`config.mk`:
```
export PLATFORM = sky130hd
export DESIGN_NAME = mmio_bridge_n
export DESIGN_NICKNAME = d
export VERILOG_FILES = /design/src/rtl/mmio_bridge_pkg.sv /design/src/rtl/mmio_bridge_n_irq.sv /design/src/rtl/mmio_bridge_n.sv
export SDC_FILE = /design/constraint.sdc
export NUM_CORES = 1
export LEC_CHECK = 0
export ABC_AREA = 1
export ABC_CLOCK_PERIOD_IN_PS = 3950
export CORE_ASPECT_RATIO = 1.1
export CORE_MARGIN = 8
export CORE_UTILIZATION = 50
export DETAILED_ROUTE_END_ITERATION = 6
export GPL_ROUTABILITY_DRIVEN = 0
export PLACE_DENSITY_LB_ADDON = 0.12
export SYNTH_ARGS = -nofsm -noshare
export SYNTH_HDL_FRONTEND = slang
export SYNTH_SLANG_ARGS = --single-unit
```
`constraint.sdc`:
```
create_clock -name i_clk -period 3.95 [get_ports i_clk]
set_input_delay 0.9875 -clock i_clk [delete_from_list [all_inputs] [get_ports i_clk]]
set_output_delay 0.9875 -clock i_clk [all_outputs]
set_load 0.01 [all_outputs]
```
`src/rtl/mmio_bridge_pkg.sv`:
```
// rtl/mmio_bridge_pkg.sv - shared types and constants for the MMIO bridge
package mmio_bridge_pkg;

  // Bridge sequencing: accept a request, wait on a device, present the response
  typedef enum logic [1:0] {
    ST_IDLE   = 2'd0,
    ST_ACCESS = 2'd1,
    ST_RESP   = 2'd2
  } state_t;

  // Word offsets of the bridge's own registers inside CTRL_PAGE
  localparam int CTRL_PEND = 0;
  localparam int CTRL_MASK = 1;
  localparam int CTRL_ERR  = 2;

  // Default memory map
  localparam int DEF_PAGE_LSB  = 8;
  localparam int DEF_BASE_PAGE = 'h7F;
  localparam int DEF_CTRL_PAGE = 'h7E;
  localparam int DEF_TIMEOUT   = 16;

endpackage

```
`src/rtl/mmio_bridge_n_irq.sv`:
```
// rtl/mmio_bridge_n_irq.sv - interrupt edge latch, mask and hw_int aggregation
module irq_ctrl #(
  parameter int N_DEV = 3
) (
  input  logic             i_clk,
  input  logic             i_rst_n,
  input  logic [N_DEV-1:0] i_irq,
  input  logic [N_DEV-1:0] i_pend_clr,
  input  logic             i_mask_we,
  input  logic [N_DEV-1:0] i_mask_wdata,
  output logic [N_DEV-1:0] o_pend,
  output logic [N_DEV-1:0] o_mask,
  output logic [5:0]       o_hw_int
);

  logic [N_DEV-1:0] r_irq_prev;
  logic [N_DEV-1:0] r_pend;
  logic [N_DEV-1:0] r_mask;
  logic [5:0]       r_hw_int;
  logic [N_DEV-1:0] w_edge;
  logic [N_DEV-1:0] w_pend_nxt;
  logic [N_DEV-1:0] w_mask_nxt;
  logic [5:0]       w_hw_int;

  // Next pending/mask state; a new edge beats a simultaneous write-1-to-clear
  always_comb begin
    w_edge     = i_irq & ~r_irq_prev;
    w_pend_nxt = (r_pend & ~i_pend_clr) | w_edge;
    w_mask_nxt = i_mask_we ? i_mask_wdata : r_mask;
    w_hw_int   = '0;
    w_hw_int[N_DEV-1:0] = w_pend_nxt & w_mask_nxt;
  end

  // Register edge history, pending, mask and the masked interrupt lines
  always_ff @(posedge i_clk or negedge i_rst_n) begin
    if (!i_rst_n) begin
      r_irq_prev <= '0;
      r_pend     <= '0;
      r_mask     <= '0;
      r_hw_int   <= '0;
    end else begin
      r_irq_prev <= i_irq;
      r_pend     <= w_pend_nxt;
      r_mask     <= w_mask_nxt;
      r_hw_int   <= w_hw_int;
    end
  end

  assign o_pend   = r_pend;
  assign o_mask   = r_mask;
  assign o_hw_int = r_hw_int;

endmodule

```
`src/rtl/mmio_bridge_n.sv`:
```
// rtl/mmio_bridge_n.sv - CPU data port to device bridge with decode, timeout and interrupt registers
module mmio_bridge_n
  import mmio_bridge_pkg::*;
#(
  parameter int N_DEV     = 3,
  parameter int PAGE_LSB  = DEF_PAGE_LSB,
  parameter int BASE_PAGE = DEF_BASE_PAGE,
  parameter int CTRL_PAGE = DEF_CTRL_PAGE,
  parameter int TIMEOUT   = DEF_TIMEOUT
) (
  input  logic                  i_clk,
  input  logic                  i_rst_n,
  input  logic                  i_cpu_req,
  input  logic [29:0]           i_cpu_addr,
  input  logic [31:0]           i_cpu_wdata,
  input  logic [3:0]            i_cpu_be,
  input  logic                  i_cpu_we,
  output logic                  o_cpu_ack,
  output logic [31:0]           o_cpu_rdata,
  output logic                  o_cpu_err,
  output logic [N_DEV-1:0]      o_dev_sel,
  output logic                  o_dev_we,
  output logic [PAGE_LSB-3:0]   o_dev_addr,
  output logic [31:0]           o_dev_wdata,
  output logic [3:0]            o_dev_be,
  input  logic [N_DEV*32-1:0]   i_dev_rdata,
  input  logic [N_DEV-1:0]      i_dev_ready,
  input  logic [N_DEV-1:0]      i_dev_irq,
  output logic [5:0]            o_hw_int
);

  localparam int PAGE_W = 32 - PAGE_LSB;
  localparam int OFF_W  = PAGE_LSB - 2;
  localparam int CNT_W  = $clog2(TIMEOUT + 1);
  localparam logic [PAGE_W-1:0] BASE_P = PAGE_W'(BASE_PAGE);
  localparam logic [PAGE_W-1:0] CTRL_P = PAGE_W'(CTRL_PAGE);

  state_t             r_state;
  state_t             w_state_nxt;
  logic [29:0]        r_addr;
  logic [CNT_W-1:0]   r_cnt;
  logic [31:0]        r_err_addr;

  logic [PAGE_W-1:0]  w_page;
  logic [OFF_W-1:0]   w_off;
  logic [PAGE_W-1:0]  w_rel;
  logic               w_dev_hit;
  logic               w_ctrl_hit;
  logic [N_DEV-1:0]   w_onehot;
  logic               w_ready_hit;
  logic [31:0]        w_dev_rdata;
  logic               w_timeout;
  logic [31:0]        w_ctrl_rdata;
  logic               w_ctrl_wr;
  logic [N_DEV-1:0]   w_pend_clr;
  logic               w_mask_we;
  logic [N_DEV-1:0]   w_pend;
  logic [N_DEV-1:0]   w_mask;

  logic               w_load;
  logic               w_resp;
  logic               w_resp_err;
  logic [31:0]        w_resp_rdata;
  logic               w_err_cap;
  logic [31:0]        w_err_addr;

  // Page decode of the incoming CPU address into device / control / unmapped
  always_comb begin
    w_page     = i_cpu_addr[29:OFF_W];
    w_off      = i_cpu_addr[OFF_W-1:0];
    w_rel      = w_page - BASE_P;
    w_dev_hit  = (w_page >= BASE_P) && (w_rel < PAGE_W'(N_DEV));
    w_ctrl_hit = (w_page == CTRL_P);
    w_onehot   = '0;
    for (int k = 0; k < N_DEV; k++) begin
      w_onehot[k] = (w_rel == PAGE_W'(k));
    end
  end

  // Selected device's ready and read data, plus the timeout condition
  always_comb begin
    w_ready_hit = |(i_dev_ready & o_dev_sel);
    w_dev_rdata = '0;
    for (int k = 0; k < N_DEV; k++) begin
      if (o_dev_sel[k]) begin
        w_dev_rdata = w_dev_rdata | i_dev_rdata[k*32 +: 32];
      end
    end
    w_timeout = (r_cnt == CNT_W'(TIMEOUT - 1));
  end

  // Control register read mux and write strobes, taken straight from the IDLE request
  always_comb begin
    unique case (w_off)
      OFF_W'(CTRL_PEND): w_ctrl_rdata = 32'(w_pend);
      OFF_W'(CTRL_MASK): w_ctrl_rdata = 32'(w_mask);
      OFF_W'(CTRL_ERR):  w_ctrl_rdata = r_err_addr;
      default:           w_ctrl_rdata = '0;
    endcase
    w_ctrl_wr  = (r_state == ST_IDLE) && i_cpu_req && w_ctrl_hit && i_cpu_we && i_cpu_be[0];
    w_pend_clr = (w_ctrl_wr && (w_off == OFF_W'(CTRL_PEND))) ? i_cpu_wdata[N_DEV-1:0] : '0;
    w_mask_we  = w_ctrl_wr && (w_off == OFF_W'(CTRL_MASK));
  end

  // Next-state and response selection; ready on the last ACCESS cycle beats the timeout
  always_comb begin
    w_state_nxt  = r_state;
    w_load       = 1'b0;
    w_resp       = 1'b0;
    w_resp_err   = 1'b0;
    w_resp_rdata = '0;
    w_err_cap    = 1'b0;
    w_err_addr   = r_err_addr;
    case (r_state)
      ST_IDLE: begin
        if (i_cpu_req) begin
          w_load = 1'b1;
          if (w_dev_hit) begin
            w_state_nxt = ST_ACCESS;
          end else if (w_ctrl_hit) begin
            w_state_nxt  = ST_RESP;
            w_resp       = 1'b1;
            w_resp_rdata = w_ctrl_rdata;
          end else begin
            w_state_nxt = ST_RESP;
            w_resp      = 1'b1;
            w_resp_err  = 1'b1;
            w_err_cap   = 1'b1;
            w_err_addr  = {i_cpu_addr, 2'b00};
          end
        end
      end
      ST_ACCESS: begin
        if (w_ready_hit) begin
          w_state_nxt  = ST_RESP;
          w_resp       = 1'b1;
          w_resp_rdata = w_dev_rdata;
        end else if (w_timeout) begin
          w_state_nxt = ST_RESP;
          w_resp      = 1'b1;
          w_resp_err  = 1'b1;
          w_err_cap   = 1'b1;
          w_err_addr  = {r_addr, 2'b00};
        end
      end
      ST_RESP: begin
        w_state_nxt = ST_IDLE;
      end
      default: begin
        w_state_nxt = ST_IDLE;
      end
    endcase
  end

  // State register
  always_ff @(posedge i_clk or negedge i_rst_n) begin
    if (!i_rst_n) begin
      r_state <= ST_IDLE;
    end else begin
      r_state <= w_state_nxt;
    end
  end

  // Request latch, device strobes, timeout counter and registered CPU response
  always_ff @(posedge i_clk or negedge i_rst_n) begin
    if (!i_rst_n) begin
      r_addr      <= '0;
      r_cnt       <= '0;
      r_err_addr  <= '0;
      o_cpu_ack   <= 1'b0;
      o_cpu_err   <= 1'b0;
      o_cpu_rdata <= '0;
      o_dev_sel   <= '0;
      o_dev_we    <= 1'b0;
      o_dev_addr  <= '0;
      o_dev_wdata <= '0;
      o_dev_be    <= '0;
    end else begin
      o_cpu_ack   <= w_resp;
      o_cpu_err   <= w_resp_err;
      o_cpu_rdata <= w_resp_rdata;
      if (w_load) begin
        r_addr      <= i_cpu_addr;
        o_dev_addr  <= w_off;
        o_dev_wdata <= i_cpu_wdata;
        o_dev_be    <= i_cpu_be;
      end
      if (w_load && w_dev_hit) begin
        o_dev_sel <= w_onehot;
        o_dev_we  <= i_cpu_we;
        r_cnt     <= '0;
      end else if (w_resp) begin
        o_dev_sel <= '0;
        o_dev_we  <= 1'b0;
      end else if (r_state == ST_ACCESS) begin
        r_cnt <= r_cnt + CNT_W'(1);
      end
      if (w_err_cap) begin
        r_err_addr <= w_err_addr;
      end
    end
  end

  irq_ctrl #(
    .N_DEV(N_DEV)
  ) u_irq (
    .i_clk        (i_clk),
    .i_rst_n      (i_rst_n),
    .i_irq        (i_dev_irq),
    .i_pend_clr   (w_pend_clr),
    .i_mask_we    (w_mask_we),
    .i_mask_wdata (i_cpu_wdata[N_DEV-1:0]),
    .o_pend       (w_pend),
    .o_mask       (w_mask),
    .o_hw_int     (o_hw_int)
  );

endmodule

```
; ---- Word level (Yosys, flattened, before mapping)
; Cells that the tools add are included.
; W data, S select, Z words.
[totals]
reg_bits = 161
latch_bits = 0
ramBits = 0
mem_bits_ro = 0
out_inout_bits = 86
elab_cells = 102
mem_count = 0
[classes]
addsub = 2
multipliers = 0
n_div = 0
n_lt_le_gt_ge = 2
eq_ne = 14
shift = 0
muxes = 41
bitwise = 9
reduce_logical = 18
[ops]
columns = operator, n
row1 = $mux W32, 12
row2 = $pmux W32 S2, 2
row3 = $pmux W32 S3, 1
row4 = $or A32 B32 Y32, 2
row5 = $eq A24 B1 Y1 const B, 1
row6 = $eq A24 B2 Y1 const B, 1
row7 = $eq A24 B7 Y1 const B, 1
row8 = $ge A24 B7 Y1 const B, 1
row9 = $logic_not A24 Y1, 1
row10 = $lt A24 B2 Y1 const B, 1
row11 = $sub A24 B7 Y24 const B, 1
row12 = $mux W5, 3
row13 = $and A3 B3 Y3, 4
row14 = $mux W1, 12
row15 = $mux W3, 4
row16 = $ne A2 B2 Y1 const B, 5
row17 = $logic_and A1 B1 Y1, 8
row18 = $mux W2, 4
row19 = $reduce_and A7 Y1, 1
row20 = $eq A6 B1 Y1 const B, 1
row21 = $eq A6 B2 Y1 const B, 1
row22 = $logic_not A6 Y1, 1
row23 = $not A3 Y3, 2
row24 = $reduce_bool A2 Y1, 3
row25 = 11 further kinds, 13

; ---- Longest topological paths before layout
; Gate-level depths: netlist of run 1.
[logic_depth]
word_depth = 11
depth_mapped = 16
ltp_nobuf = 15

; ---- Cells and area by module
; From an unflattened synthesis of run 1, not the netlist that was laid out.
[hier_totals]
cells_unflattened = 1061
hier_area_um2 = 7772.5
[by_module_without_submodules]
columns = mod, instances, cells_each, area_each_um2
row1 = mmio_bridge_n, 1, 1014, 7322.0
row2 = irq_ctrl, 1, 47, 450.4

; ---- Worst setup path before layout of run 1
; Ideal clock, no wire load.
[synth_timing]
path_kind = input to register
start = in i_cpu_addr[14]
end = reg r_err_addr[10]
setup_ns = 0.116
t_arrival_ns = 2.268
setup_slack_ns = 1.566
path_stages = 13
path_buffers = 1
cell_sequence = nor2_2 nand2_2 nor2_2 nand3_1 nand2_1 nand2_1 nor2_2 nand2_2 nor2_4 nand3_4 buf_2 nand3_1 nand2_1
[synth_between]
elab_chain_cells = 7
word_cells_on_any_way = 12
classes_between = add/sub: 1 / order compare: 2 / eq/ne: 3 / mux: 4 / reduce/logical: 2
[synth_lines]
columns = element, line
row1 = from (decl), mmio_bridge_n.sv:14  ; input logic [29:0] i_cpu_addr,
row2 = $sub A24 B7 Y24, mmio_bridge_n.sv:71  ; w_rel = w_page - BASE_P;
row3 = $lt A24 B2 Y1, mmio_bridge_n.sv:72  ; w_dev_hit = (w_page >= BASE_P) && (w_rel < PAGE_W'(N_DEV));
row4 = $logic_and A1 B1 Y1, mmio_bridge_n.sv:72
row5 = $mux W1, mmio_bridge_n.sv:118  ; if (w_dev_hit) begin
row6 = $mux W1, mmio_bridge_n.sv:116  ; if (i_cpu_req) begin
row7 = $pmux W1 S2, mmio_bridge_n.sv:114  ; case (r_state)
row8 = $reduce_and A7 Y1 (no line) *, -
row9 = to (signal assigned), mmio_bridge_n.sv:199  ; r_err_addr <= w_err_addr;
row10 = to (decl), mmio_bridge_n.sv:42  ; logic [31:0] r_err_addr;
; Mark *: on every way between the ends. The rest lies on a longest branch, timed or not.
; A chain may end at the register's enable or synchronous reset.

; ---- Worst setup path after layout of run 1
[layout_timing]
start = in i_cpu_addr[13]
end = reg r_err_addr[22]
; Same word-level chain as after synthesis.

==> impl_results.md, run 1 <==
* Clk_skew at 0.0116 ns
* H-tree levels at 4
* Outcome: complete, no violations
* Largest net degree at the start of global routing at 98
* DRC at 0
* Endpoints failing hold at 0
* Peak VDD IR at 0.271 mV
* Crit path max-delay family: simple AND/OR/NAND/NOR gates
* Final #Nets at 1,458
* PwrDens at 362 mW/mm^2
* Number of max-cap violations at 0
* Yosys top cell area share at 48.3%
* Unrepaired setup endpoints after global routing: no
* CP Class: in -> reg
* Synth cell types at 37
* Ant. Diodes at 0
* Antenna violations before repair at 0
* Post-synth EDFFs at 0
* Slew @ Worst Pin at 0.892 ns
* Leakage power at 5.19 nW
* Share of cells above drive strength 1 at 6.64%
* List of most frequent post-synthesis cells: nand2_1, dfrtp_1, o21ai_0
* Clock sink count at 153
* Area growth from synthesis to layout at 40.4%
* Tmin final at 3.20 ns
* Global-route wire length before repair at 39,600 um
* Clk root buf: clkbuf_16
* GRT Resource Usage Total at 24.8%
* F_max at 0.313 GHz
* Core box area at 0.0156 mm^2
* Post-CTS setup buffers at 0
* Max Slew Vio Count at 0
* Pre-antenna DRT Iters at 5
* Setup crit start kind: primary input
* Setup TNS at 0 ns
* Pre-CTS setup slack at 0.348 ns
* CP arrival at 3.56 ns
* IO Count at 258
* Max_slew headroom at 40.5%
* Vias in the first global route at 7,374
* Insertion delay to the later sink of the worst-skew pair at 0.43 ns
* Primary FF master, synth: dfrtp_1
* Sequential share of the synthesized area at 48.3%
* First DRT Iteration DRCs at 520
* Total CTS buffers at 17
* Synth area leaders: dfrtp_1, nand2_1, o21ai_0
* Most frequent CP cell: nand2_1
* Crit. End Element: flip-flop
* Chip height at 148 um
* DIE WIDTH at 136 um
* Cell Rows at 48
* CTS max path bufs at 2
* Post-synthesis register bit count at 153
* Post-CTS Resized at 0
* Final setup viols at 0
* Required time of the worst setup path at 4.31 ns
* Initial Util at 50.7%
* Max incr delay on CP at 0.55 ns
* Yosys top cell by area: dfrtp_1
* Worst hold-check path type: reg -> reg
* Slowest CP cell: clkdlybuf4s50_1
* Port bufs at 254
* Die area at 0.0201 mm^2
* Overall routed net length at 24,700 um
* Ys async rst share at 100%
* Synthesized area at 0.00792 mm^2
* Hold buffers post-CTS at 0
* Clk slew on worst S/H paths at 0.06 ns
* Final WS setup at 0.753 ns
* Final antenna-violating net count at 0
* Via density at 5.14
* Total gr overflow at 0
* Synth warn at 0
* Wire per inst at 16.5 um
* Critical-path cell list: clkdlybuf4s50_1 -> inv_2 -> nand2_1 -> nor2_2 -> nand2_1 -> nand2_1 -> nand2_1 -> nand2_1 -> nand2_1 -> nor2_2 -> nand2_2 -> nor2_4 -> nand3_4 -> nand2_4 -> nand2_1 -> nand2_1
* Tot Pwr at 4.03 mW
* Final period util at 80.9%
* Critical Path Fanout Max at 31
* Syn Inst Count at 1,061
* Avg Inst Size Synth at 7.47 um^2
* Dpl hpwl at 18,900 um
* Via count at 7,692
* Critical path buffer and inverter count at 2
* Most instantiated library cell after synthesis: nand2_1
* CTS tree: built
layout make-up:
type                    instances  area (um^2)
well taps                     200          250
clock buffers                  19          433
fillers                      1276         4490
flip-flops and latches        153         3830
inverters                      68          255
repair buffers                268         2660
multi-input cells             776         3540
clock inverters                12          150
registers in the layout, summed over array words and instances, names as in the netlist:
name / flops
o_cpu_err: 1
r_state: 2
o_dev_be: 4
r_cnt: 5
o_cpu_rdata: 32
u_irq.o_mask: 3
r_addr: 25
o_dev_addr: 5
o_dev_wdata: 32
u_irq.o_pend: 3
r_err_addr: 30
o_dev_sel: 3
o_cpu_ack: 1
u_irq.o_hw_int: 3
u_irq.r_irq_prev: 3
o_dev_we: 1
where the power goes:
part	internal (mW)	leakage, nW	switching, mW	total, mW
clock network	0.988	0.291	0.633	1.62
registers	1.70	1.94	0.0771	1.78
logic	0.331	2.96	0.301	0.632
per-stage QoR:
step                cell area (um^2)  instances  hold WS, ns  utilization [%]
global placement               10500       1465        0.434             67.5
detailed placement             10500       1465        0.452             67.5
floorplan                       7930       1063        0.430                -
global route                   11100       1496        0.484             71.2
finish                         11100       1496        0.458             71.2
CTS                            11100       1496        0.467             71.2
metal layers:
metal	wire length (um)	GRT usage [%]	vias to the layer above
li1	-	-	3845
met5	0	0	-
met1	10900	33.2	3553
met2	11500	38.9	269
met3	1860	6.72	25
met4	358	6.76	0
kinds of logic (layout without fill, tap and decap cells):
family / count (synthesis) / after routing / share of synthesized area (%)
compound gates: 115 / 115 / 7.83
fa+ha+maj: 2 / 2 / 0.316
simple gates: 652 / 652 / 35.8
other cells: 1 / 3 / 0.0473
xor+xnor: 4 / 4 / 0.442
buf+inv: 134 / 367 / 7.19
flops: 153 / 153 / 48.3
placed cells by master (no fill, tap or decap), drive strengths merged:
master         instances
nand2                453
o21ai                105
a221oi                 1
ha                     2
a21oi                  1
a32o                   1
clkbuf                19
clkdlybuf4s50        253
nand4                 40
a31oi                  1
nor3                   5
o41ai                  2
o21bai                 2
nor3b                  1
clkinv                 9
a22oi                  2
and3                   1
inv                   68
dfrtp                153
nand3                 95
and2                   1
conb                   3
nand3b                 1
nor2                  55
bufinv                 3
buf                   15
xor2                   4
worst paths after layout:
kind	cells past startpoint	to	slack, ns	start
setup / recovery	16	r_err_addr[22]$_DFFE_PN0P_	0.75	i_cpu_addr[13]
hold / removal	1	u_irq.o_pend[2]$_DFF_PN0_	0.46	u_irq.r_irq_prev[2]$_DFF_PN0_
setup reg to reg	9	u_irq.o_hw_int[1]$_DFF_PN0_	1.21	r_state[1]$_DFFE_PN0P_
hold reg to reg	1	u_irq.o_pend[2]$_DFF_PN0_	0.46	u_irq.r_irq_prev[2]$_DFF_PN0_
max in group asynchronous	2	r_cnt[0]$_DFFE_PN0P_	2.65	i_rst_n
min in group asynchronous	1	r_addr[13]$_DFFE_PN0P_	0.51	i_rst_n
Note: power is estimated with default switching activity, not from simulation.
==> inputs of run 2 (changes only) <==
--- a/config.mk
+++ b/config.mk
@@ -6,10 +6,10 @@
 export NUM_CORES = 1
 export LEC_CHECK = 0
 export ABC_AREA = 1
-export ABC_CLOCK_PERIOD_IN_PS = 3950
+export ABC_CLOCK_PERIOD_IN_PS = 2800
 export CORE_ASPECT_RATIO = 1.1
 export CORE_MARGIN = 8
-export CORE_UTILIZATION = 50
+export CORE_UTILIZATION = 42
 export DETAILED_ROUTE_END_ITERATION = 6
 export GPL_ROUTABILITY_DRIVEN = 0
 export PLACE_DENSITY_LB_ADDON = 0.12
==> constraint.sdc (replaced) <==
create_clock -name i_clk -period 2.8 [get_ports i_clk]
set_input_delay 0.7 -clock i_clk [delete_from_list [all_inputs] [get_ports i_clk]]
set_output_delay 0.7 -clock i_clk [all_outputs]
set_load 0.01 [all_outputs]
==> run 2 against run 1 <==
Against the previous run:
- global-route usage is 3.0 points lower
- hold slack got worse by 0.22 ns
- final cell count is 5.3% higher
- non-clock buffer count grew 35
- critical path type unchanged
- total power grew 45%
- via count increased by 1.9%
- critical endpoint is now r_err_addr[23]$_DFFE_PN0P_
==> impl_results.md, run 2 (synthesized netlist as in run 1, its figures left out) <==
* Outcome: complete, no violations (unchanged)
* Wire per inst at 16.2 um (was 16.5 um)
* Total gr overflow at 0 (unchanged)
* FF/Latch Area at 0.00383 mm^2 (unchanged)
* Worst hold-check path type: in -> async (was reg -> reg)
* Sw frac at 25.2% (was 25.1%)
* Clk_skew at 0.00717 ns (was 0.0116 ns)
* Vias in the first global route at 7,752 (was 7,374)
* GRT Resource Usage Total at 21.8% (was 24.8%)
* Clock sink count at 153 (unchanged)
* Area of placed instances at 0.0109 mm^2 (was 0.0105 mm^2)
* Max_slew headroom at 62.0% (was 40.5%)
* Pre-antenna DRT Iters at 5 (unchanged)
* Dpl hpwl at 19,700 um (was 18,900 um)
* Peak VDD IR at 0.344 mV (was 0.271 mV)
* Critical Path Fanout Max at 23 (was 31)
* IO Count at 258 (unchanged)
* CTS max path bufs at 2 (unchanged)
* Most frequent CP cell: nand2_1 (unchanged)
* Slew @ Worst Pin at 0.570 ns (was 0.892 ns)
* Global-route wire length before repair at 41,600 um (was 39,600 um)
* F_max at 0.400 GHz
* Antenna violations before repair at 0 (unchanged)
* Setup crit start kind: primary input (unchanged)
* Internal power at 4.36 mW (was 3.02 mW)
* H-tree levels at 4 (unchanged)
* Final #Nets at 1,493 (was 1,458)
* Clk slew on worst S/H paths at 0.06 ns (about the same)
* Insertion delay to the later sink of the worst-skew pair at 0.41 ns (was 0.43 ns)
* Ant. Diodes at 0 (unchanged)
* Tot Pwr at 5.83 mW (was 4.03 mW)
* Cell Rows at 52 (was 48)
* Net Sw Power at 1.47 mW (was 1.01 mW)
* Chip height at 160 um (was 148 um)
* Max incr delay on CP at 0.51 ns (was 0.55 ns)
* Seq pwr share at 43.1% (was 44.1%)
* Initial Util at 42.9% (was 50.7%)
* Most frequent cells in the layout: nand2_1, clkdlybuf4s50_1, dfrtp_1, o21ai_0, nand3_1 (unchanged)
* Final period util at 89.3%
* FILL cells at 1,669 (was 1,276)
* Overall routed net length at 25,500 um (was 24,700 um)
* Required time of the worst setup path at 3.15 ns (was 4.31 ns)
* Via count at 7,840 (was 7,692)
* Slowest CP cell: clkdlybuf4s50_1 (unchanged)
* Final antenna-violating net count at 0 (unchanged)
* Commonest non-fill, non-tap cell in the layout: nand2_1 (unchanged)
* Die area at 0.0235 mm^2 (was 0.0201 mm^2)
* Share of cells above drive strength 1 at 9.31% (was 6.64%)
* CP Class: in -> reg (unchanged)
* Clk root buf: clkbuf_16 (unchanged)
* Port bufs at 254 (unchanged)
* First DRT Iteration DRCs at 518 (was 520)
* Endpoints failing hold at 0 (unchanged)
* CTS tree: built (unchanged)
* Crit. End Element: flip-flop (unchanged)
* Comb pwr share at 16.0% (was 15.7%)
* Area growth from synthesis to layout at 45.6% (was 40.4%)
* Via density at 4.98 (was 5.14)
* Largest registers: o_cpu_rdata x32, o_dev_wdata x32, r_err_addr x30 (unchanged)
* Hold buffers post-CTS at 0 (unchanged)
* Unrepaired setup endpoints after global routing: no (unchanged)
* Largest net degree at the start of global routing at 98 (unchanged)
* Final hold slack at 0.242 ns (was 0.458 ns)
* DIE WIDTH at 147 um (was 136 um)
* Fin util at 62.4% (was 71.2%)
* Tmin final at 2.50 ns
* Number of max-cap violations at 0 (unchanged)
* Post-CTS Resized at 0 (unchanged)
* Final WS setup at 0.300 ns (was 0.753 ns)
* Leakage power at 5.39 nW (was 5.19 nW)
* Total CTS buffers at 17 (unchanged)
* Critical-path cell list: clkdlybuf4s50_1 -> inv_2 -> nand2_1 -> nor2_2 -> nand2_1 -> nand2_1 -> nand2_1 -> nand2_1 -> nand2_1 -> nor2_2 -> nand2_2 -> nor2_4 -> nand3_4 -> nand2_4 -> buf_12 -> nand2_1 -> nand2_1 (was clkdlybuf4s50_1 -> inv_2 -> nand2_1 -> nor2_2 -> nand2_1 -> nand2_1 -> nand2_1 -> nand2_1 -> nand2_1 -> nor2_2 -> nand2_2 -> nor2_4 -> nand3_4 -> nand2_4 -> nand2_1 -> nand2_1)
* CP arrival at 2.85 ns (was 3.56 ns)
* Design area at 0.0115 mm^2 (was 0.0111 mm^2)
* Post-CTS setup buffers at 0 (unchanged)
* PwrDens at 505 mW/mm^2 (was 362 mW/mm^2)
* Clock power frac at 40.9% (was 40.2%)
* Core box area at 0.0185 mm^2 (was 0.0156 mm^2)
* Pre-CTS setup slack at -0.114 ns (was 0.348 ns)
* Max Slew Vio Count at 0 (unchanged)
* DRC at 0 (unchanged)
* Area of the multi-input gates at 0.00354 mm^2 (unchanged)
* Final setup viols at 0 (unchanged)
==> run 2: changes by cell type in the layout (fill, tap and decap cells not counted) <==
cell | previous run | this run
buf_12 | 1 | 6
clkbuf_8 | 0 | 2
clkinvlp_4 | 0 | 2
clkinv_2 | 5 | 3
buf_4 | 13 | 43
clkbuf_1 | 2 | 0
clkinv_4 | 3 | 2
inv_8 | 0 | 1
inv_6 | 1 | 2
==> run 2: cell type report <==
type	count	area share, %
clock buffer	19	3.93
clock inverter	13	1.44
inverter	68	2.21
multi-input combinational	776	30.7
sequential	153	33.2
tap	243	2.64
timing repair buffer	303	25.9
==> run 2: critical path: cells and delay by family <==
family | cells | cell delay, ns
AND/OR/NAND/NOR | 14 | 1.30
buffers and inverters | 3 | 0.85
==> run 2: power groups by stage <==
stage	combinational [mW]	clock, mW	sequential, mW
after floorplan	0.328	0	2.56
after global placement	0.931	0	2.54
after detailed placement	0.942	0	2.55
after CTS	0.947	2.44	2.51
after global routing	1.03	2.53	2.53
final	0.932	2.38	2.51
==> run 2: metal layers <==
layer  GRT usage (%)  up-vias  routed length (um)
met5               0        -                   0
met1            29.3     3620               11600
li1                -     3904                   -
met3            4.83       22                1710
met4            5.80        0                 340
met2            34.9      294               11800
==> run 2: through the flow <==
stage | TNS, ns | std cells
final | 0 | 1575
after global routing | 0 | 1575
after CTS | 0 | 1575
after detailed placement | -3.28 | 1543
after global placement | -0.276 | 1543
after floorplan | 0 | 1063
==> run 2: path summary, 6_finish.rpt <==
kind	from	cells past startpoint	to	slack (ns)
worst max-delay path	i_cpu_addr[13]	17	r_err_addr[23]$_DFFE_PN0P_	0.30
worst min-delay path	i_rst_n	1	o_dev_wdata[9]$_DFFE_PN0P_	0.24
worst max register to register	r_cnt[0]$_DFFE_PN0P_	8	r_err_addr[14]$_DFFE_PN0P_	0.84
worst min register to register	u_irq.r_irq_prev[1]$_DFF_PN0_	1	u_irq.o_pend[1]$_DFF_PN0_	0.45
max in group asynchronous	i_rst_n	2	o_dev_wdata[22]$_DFFE_PN0P_	1.81
min in group i_clk	u_irq.r_irq_prev[1]$_DFF_PN0_	1	u_irq.o_pend[1]$_DFF_PN0_	0.45
